File: src/rtl/serial_adder.sv
// ----------------------------------------------------------------------------
// serial_adder
//   Bit-serial ripple adder. One full-adder step per clock, LSB first. WIDTH
//   steps produce the result. The sum, carry-out and signed overflow stay
//   registered until the next result is written.
//
// Ports
//   clk    in   1      rising-edge clock
//   rst    in   1      synchronous active-high reset; aborts any addition
//   start  in   1      begin an addition; accepted only while idle
//   A, B   in   WIDTH  operands, captured when start is accepted
//   Cin    in   1      carry-in, captured when start is accepted
//   busy   out  1      high while bits are being shifted through the adder
//   done   out  1      one-cycle pulse; S/Cout/V hold the new result
//   S      out  WIDTH  registered sum
//   Cout   out  1      registered carry-out of the MSB
//   V      out  1      registered signed overflow
// ----------------------------------------------------------------------------
module serial_adder #(
    parameter int unsigned WIDTH = 8
) (
    input  logic             clk,
    input  logic             rst,
    input  logic             start,
    input  logic [WIDTH-1:0] A,
    input  logic [WIDTH-1:0] B,
    input  logic             Cin,
    output logic             busy,
    output logic             done,
    output logic [WIDTH-1:0] S,
    output logic             Cout,
    output logic             V
);

    localparam int unsigned CntW = (WIDTH > 1) ? $clog2(WIDTH) : 1;

    typedef enum logic [1:0] {
        StIdle,
        StShift,
        StDone
    } state_e;

    state_e           state_q;
    logic [WIDTH-1:0] a_q;
    logic [WIDTH-1:0] b_q;
    logic [WIDTH-1:0] sum_q;
    logic [WIDTH-1:0] sum_d;
    logic             carry_q;
    logic             carry_d;
    logic             sum_bit;
    logic [CntW-1:0]  cnt_q;
    logic             last_bit;

    // Full-adder step on the current LSBs.
    always_comb begin
        sum_bit  = a_q[0] ^ b_q[0] ^ carry_q;
        carry_d  = (a_q[0] & b_q[0]) | (carry_q & (a_q[0] ^ b_q[0]));
        // Sum bits enter from the MSB side so after WIDTH steps bit 0 sits at the LSB.
        sum_d    = {sum_bit, sum_q[WIDTH-1:1]};
        last_bit = (cnt_q == CntW'(WIDTH - 1));
    end

    always_ff @(posedge clk) begin
        if (rst) begin
            state_q <= StIdle;
            a_q     <= '0;
            b_q     <= '0;
            sum_q   <= '0;
            carry_q <= 1'b0;
            cnt_q   <= '0;
            busy    <= 1'b0;
            done    <= 1'b0;
            S       <= '0;
            Cout    <= 1'b0;
            V       <= 1'b0;
        end else begin
            case (state_q)
                StIdle: begin
                    done <= 1'b0;
                    if (start) begin
                        a_q     <= A;
                        b_q     <= B;
                        carry_q <= Cin;
                        sum_q   <= '0;
                        cnt_q   <= '0;
                        busy    <= 1'b1;
                        state_q <= StShift;
                    end
                end
                StShift: begin
                    a_q     <= a_q >> 1;
                    b_q     <= b_q >> 1;
                    sum_q   <= sum_d;
                    carry_q <= carry_d;
                    cnt_q   <= cnt_q + 1'b1;
                    if (last_bit) begin
                        // carry_q is still the carry into the MSB on this edge.
                        S       <= sum_d;
                        Cout    <= carry_d;
                        V       <= carry_q ^ carry_d;
                        busy    <= 1'b0;
                        done    <= 1'b1;
                        state_q <= StDone;
                    end
                end
                StDone: begin
                    done    <= 1'b0;
                    state_q <= StIdle;
                end
                default: begin
                    busy    <= 1'b0;
                    done    <= 1'b0;
                    state_q <= StIdle;
                end
            endcase
        end
    end

endmodule

File: config.mk
export PLATFORM = sky130hd
export DESIGN_NAME = serial_adder
export DESIGN_NICKNAME = d
export VERILOG_FILES = /design/src/rtl/serial_adder.sv
export SDC_FILE = /design/constraint.sdc
export NUM_CORES = 1
export LEC_CHECK = 0
export ABC_AREA = 1
export CORE_ASPECT_RATIO = 1.5
export CORE_MARGIN = 2
export CORE_UTILIZATION = 31
export CTS_BUF_LIST = sky130_fd_sc_hd__clkbuf_2 sky130_fd_sc_hd__clkbuf_4 sky130_fd_sc_hd__clkbuf_8
export CTS_CLUSTER_SIZE = 28
export DETAILED_ROUTE_END_ITERATION = 10
export GPL_TIMING_DRIVEN = 0
export PLACE_DENSITY = 0.52
export SLEW_MARGIN = 20
export SYNTH_ARGS = -nofsm -noshare
export SYNTH_HDL_FRONTEND = slang
export SYNTH_SLANG_ARGS = --single-unit
export TNS_END_PERCENT = 10
File: constraint.sdc
create_clock -name clk -period 1.4 [get_ports clk]
set_input_delay 0.28 -clock clk [delete_from_list [all_inputs] [get_ports clk]]
set_output_delay 0.28 -clock clk [all_outputs]
set_load 0.02 [all_outputs]
==> results of run 1 <==
per-layer routing:
| metal | vias to the layer above | GRT usage | share of wire | wire, um |
|---|---|---|---|---|
| li1 | 897 | - | - | - |
| met1 | 684 | 0.156 | 0.43 | 1690 |
| met2 | 30 | 0.248 | 0.51 | 2010 |
| met3 | 6 | 0.0346 | 0.034 | 135 |
| met4 | 0 | 0.0659 | 0.023 | 92 |
| met5 | - | 0 | 0 | 0 |
power groups by stage:
stage / registers (mW) / clock network [mW] / logic [mW]
CTS: 1.25 / 1.06 / 0.358
floorplan: 1.27 / 0 / 0.235
detailed placement: 1.28 / 0 / 0.356
global placement: 1.27 / 0 / 0.356
finish: 1.25 / 1.01 / 0.349
global route: 1.25 / 1.11 / 0.408
final timing paths:
check,from,depth (start not counted),end
worst min-delay path,start,3,b_q[7]
worst max-delay path,rst,5,Cout
worst max register to register,cnt_q[0],6,S[0]
worst min register to register,sum_q[3],2,S[2]
registers in the layout (all words and copies together) (netlist names):
signal / flops
done: 1
Cout: 1
a_q: 8
state_q: 2
S: 8
b_q: 8
cnt_q: 3
busy: 1
carry_q: 1
V: 1
sum_q: 7
cell families (layout without fill, tap and decap cells):
kind of cell	count (synthesis)	in the layout
AO/OA/AOI/OAI	15	15
XOR/XNOR	1	1
adder cells (fa/ha/maj)	3	3
buffers and inverters	39	78
flip-flops	41	41
AND/OR/NAND/NOR	179	179
final cells by class:
type,instances,area (um^2),share of cell area
well taps,72,90.1,0.0380
inverters,28,105,0.0444
multi-input cells,198,858,0.362
clock inverters,1,30.0,0.0127
flip-flops and latches,41,821,0.347
clock buffers,7,90.1,0.0380
plain buffers,11,76.3,0.0322
repair buffers,31,298,0.126
placed cells by master (no fill, tap or decap), drive strengths merged:
cell and instances:
a21oi 11, buf 9, bufinv 1, clkbuf 9, clkdlybuf4s50 18, dfxtp 41
dlygate4sd2 12, dlymetal6s2s 1, fa 1, ha 2, inv 28, nand2 105
nand3 6, nor2 67, nor3 1, o21a 1, o21ai 3, xor2 1
worst max-delay path: stages:
cell	delay, ps
clkdlybuf4s50_1	630
inv_2	160
clkbuf_2	230
nand3_1	110
nand2_1	50
what timing repair did:
action | CTS | global route
gates resized for setup | 15 | 3
setup endpoints to repair | 32 | 11
hold buffers | 0 | 0
==> metrics.txt, run 1 <==
GR Overflow Total 0; worst slew pin tran 416 ps; Top Ports 32; Worst-Skew Late Latency 300 ps; first-pass GRT wire length 7.04 mm; RSZ-0062 raised after global routing no; DP HPWL 2.86 mm; Post-Place Worst Slack -376 ps; crit path capture type register; Startpoint Class primary input; clk slew on worst S/H paths 80 ps; Relative slew margins 0.722; final instance area 0.00237 mm^2; H-tree depth 2; Final Core Density 0.409; Clk network pwr share 0.388; global placement routability congestion 0.756; post-synthesis adder-cell area fraction 0.0245; status complete, no violations; Hold Crit Class primary input to register; Final Hold Viols 0; placed inst area 0.00224 mm^2; fillers 674; Leak Pwr 1.19 nW; Crit Path Max Fanout 10; FP Rows 34; synth unique cells 22; fin. max-slew vios 0; #FFs+latches synth 41; Yosys Warn Count 0; antenna cells 0; count leader, synth nand2_1; worst clock skew 5.37 ps; Critical Path RT 1590 ps; total power 2.61 mW; post-synthesis mux area share 0; PnR worst setup slack 134 ps; placed cell count 381; Primary FF master, synth dfxtp_1; Post-CTS Setup Bufs 0; Area Growth Syn to Fin 28.7%; cell-internal power 1.97 mW; Total GRT Usage 0.142; compound-cell area share of the yosys netlist 0.0483; main combinational cell family by area after synthesis simple AND/OR/NAND/NOR gates; TritonCTS Sinks 41; Max Cap Viol 0; core box area 0.00579 mm^2; xor/xnor share of the synthesized area 0.00476; CTS tree built; setup TNS 0 ps; Power per Cell Area 1100 mW/mm^2; sequential area share after synthesis 0.446; Post-synth EDFFs 0; Routed wire per std cell 10.1 um; largest net degree at the start of global routing 13; Synth Net Count 301; Cells after Synth 278; Setup Crit Path Kind primary input to register; first-pass detailed-route iteration total 4; number of nets with antenna violations after routing 0; worst path arrival time 1460 ps; Post-synth top cells nand2_1 (102), nor2_1 (65), dfxtp_1 (41), inv_1 (26), a21oi_1 (11); Die ar. 0.00658 mm^2; Comb pwr share 0.134; clock tree buffer depth 2; die width 66.9 um; share of layout cells above drive strength 1 0.0852; Iteration-0 DRC Markers 65; IO buf count 31; initial antenna violation count 0; Net Sw Frac 0.244; dominant cells by area after synthesis dfxtp_1 (45%), nand2_1 (21%), nor2_1 (13%), inv_1 (5.3%), a21oi_1 (3.0%); Final Cycle Share 0.904; Layout Nets 339; simple-gate portion of the synthesized area 0.379; Min Hold Slack 379 ps; async set-reset flop share out of synthesis 0; R2R setup slack 130 ps; cell taking the most area after synthesis dfxtp_1; Worst VDD drop 362 uV; Syn Std Cell Area 0.00184 mm^2; DRT Wirelength 3.93 mm; switching power 0.636 mW; via count 1,617; Fmax 0.790 GHz; Avg Inst Size Synth 6.62 um^2; post-layout min period 1270 ps; # DRC 0; Die H 98.4 um; final setup fails 0; Root Driver clkbuf_8; post-synth top area share 0.446; non-filler cells, final 389; vias in the first global route 1,566; Initial Util 0.318; Seq pwr share 0.478; total CTS buffers 5; vias per cell 4.16
No activity file was read; power rests on OpenSTA's default activity.
==> run 2, diff against run 1 <==
CTS_CLUSTER_DIAMETER = 40   (was not set)
==> results of run 2 <==
No change in the layout: final DEF, timing and power equal those of run 1.
==> run 3, diff against run 2 <==
CELL_PAD_IN_SITES_DETAIL_PLACEMENT = 0   (was not set)
CELL_PAD_IN_SITES_GLOBAL_PLACEMENT = 2   (was not set)
CORE_UTILIZATION = 29   (was 31)
PLACE_DENSITY = 0.81   (was 0.52)
==> metrics.txt, run 3 (same netlist as run 1, synthesis figures left out) <==
status complete, no violations (unchanged); Post-CTS Setup Bufs 0 (unchanged); worst slew pin tran 454 ps (was 416 ps); core box area 0.00613 mm^2 (was 0.00579 mm^2); Leak Pwr 1.20 nW (was 1.19 nW); Critical Path RT 1570 ps (was 1590 ps); Root Driver clkbuf_8 (unchanged); non-filler cells, final 391 (was 389); vias in the first global route 1,612 (was 1,566); Setup Crit Path Kind primary input to register (unchanged); number of nets with antenna violations after routing 0 (unchanged); placed cell count 383 (was 381); first-pass detailed-route iteration total 4 (unchanged); Final Hold Viols 0 (unchanged); Relative slew margins 0.697 (was 0.722); Iteration-0 DRC Markers 43 (was 65); first-pass GRT wire length 7.27 mm (was 7.04 mm); Startpoint Class primary input (unchanged); Worst Reg-to-Reg Cells 6 (unchanged); H-tree depth 2 (unchanged); via count 1,637 (was 1,617); die width 69.0 um (was 66.9 um); worst clock skew 8.45 ps (was 5.37 ps); GR Overflow Total 0 (unchanged); Final Cycle Share 0.918 (was 0.904); Layout Nets 339 (unchanged); post-layout min period 1290 ps (was 1270 ps); total CTS buffers 5 (unchanged); Hold Crit Class primary input to register (unchanged); R2R setup slack 130 ps (about the same); Area Growth Syn to Fin 29.5% (was 28.7%); final setup fails 0 (unchanged); largest net degree at the start of global routing 15 (was 13); CP max-delay cell clkdlybuf4s50_1 (unchanged); final instance area 0.00238 mm^2 (was 0.00237 mm^2); total power 2.76 mW (was 2.61 mW); worst min-delay path endpoint a_q[7] (was b_q[7]); clk slew on worst S/H paths 80 ps (about the same); RSZ-0062 raised after global routing no (unchanged); Fmax 0.778 GHz (was 0.790 GHz); Worst R2R End V (was S[0]); DRT Wirelength 4.13 mm (was 3.93 mm); CTS tree built (unchanged); initial antenna violation count 0 (unchanged); Hold Startpoint start (unchanged); worst path arrival time 1450 ps (was 1460 ps); TritonCTS Sinks 41 (unchanged); CP max stage delay 680 ps (was 630 ps); # DRC 0 (unchanged); global placement routability congestion 0.756 (about the same); Power per Cell Area 1160 mW/mm^2 (was 1100 mW/mm^2); FP Rows 35 (was 34); Die ar. 0.00701 mm^2 (was 0.00658 mm^2); setup TNS 0 ps (unchanged); Final Core Density 0.389 (was 0.409); cells along the critical path clkdlybuf4s50_1 > clkbuf_1 > a21oi_1 (was clkdlybuf4s50_1 > inv_2 > clkbuf_2 > nand3_1 > nand2_1); vias per cell 4.19 (was 4.16); Worst VDD drop 706 uV (was 362 uV); Worst-Skew Late Latency 300 ps (about the same); Die H 102 um (was 98.4 um); Routed wire per std cell 10.6 um (was 10.1 um); sum of buffers and inverters on the critical path 2 (was 3); most frequent cells in the layout nand2_1 (102), nor2_1 (65), dfxtp_1 (39), inv_1 (26), clkdlybuf4s50_1 (18) (was nand2_1 (102), nor2_1 (65), dfxtp_1 (41), inv_1 (26), clkdlybuf4s50_1 (18)); Max Cap Viol 0 (unchanged); Initial Util 0.300 (was 0.318); hold depth 3 (unchanged); R2R Path Start cnt_q[0] (unchanged); placed inst area 0.00224 mm^2 (about the same); share of layout cells above drive strength 1 0.0915 (was 0.0852); IO buf count 31 (unchanged); crit path capture type register (unchanged); Largest regs S x8, a_q x8, b_q x8 (unchanged); Crit Path Max Fanout 10 (unchanged); Total GRT Usage 0.130 (was 0.142); Top Ports 32 (unchanged); DP HPWL 2.99 mm (was 2.86 mm); antenna cells 0 (unchanged); fin. max-slew vios 0 (unchanged); fillers 702 (was 674); CP top delay family buffers and inverters (unchanged); commonest non-fill, non-tap cell in the layout nand2_1 (unchanged); clock tree buffer depth 2 (unchanged)
run 3: metrics by stage:
stage / hold slack, ps / setup WS (ps)
2_1_floorplan: 349 / 213
3_3_place_gp: 451 / -441
3_5_place_dp: 453 / -425
4_1_cts: 464 / 27.0
5_1_grt: 384 / 21.5
6_report: 385 / 114
run 3: worst max path at each step:
stage / cells past startpoint / end / startpoint / slack (ps)
6_report: 3 / sum_q[5] / rst / 110
5_1_grt: 6 / a_q[6] / state_q[1] / 20
4_1_cts: 6 / V / cnt_q[0] / 30
3_5_place_dp: 5 / S[7] / rst / -430
3_3_place_gp: 5 / a_q[4] / rst / -440
2_1_floorplan: 6 / V / cnt_q[0] / 210
run 3: worst min-delay path, cell delays in order:
cell,delay [ps]
dlymetal6s2s_1,180
nand3_1,110
a21oi_1,60
run 3: power breakdown:
part / internal (mW) / switching, mW / leakage [nW]
clock: 0.718 / 0.441 / 0.0687
combinational: 0.153 / 0.199 / 0.792
sequential: 1.22 / 0.0278 / 0.336
run 3: cell type report:
type                       instances  area, um^2  share of cell area
clock buffer                       5        68.8              0.0289
inverter                          28         108              0.0451
clock inverter                     3        68.8              0.0289
sequential                        41         823               0.345
buffer                            11        76.3              0.0320
tap                               74        92.6              0.0388
timing repair buffer              31         298               0.125
multi-input combinational        198         848               0.356
run 3: routing by layer:
metal | vias to the layer above | wire length, um | GRT usage
met1 | 699 | 1730 | 0.133
li1 | 903 | - | -
met5 | - | 0 | 0
met3 | 6 | 141 | 0.0279
met2 | 29 | 2180 | 0.254
met4 | 0 | 83 | 0.0543
run 3: timing repair:
item	4_1_cts	5_1_grt
endpoints found under the setup margin	32	13
cloned	0	0
gates resized for setup	15	5
hold buffers	0	0
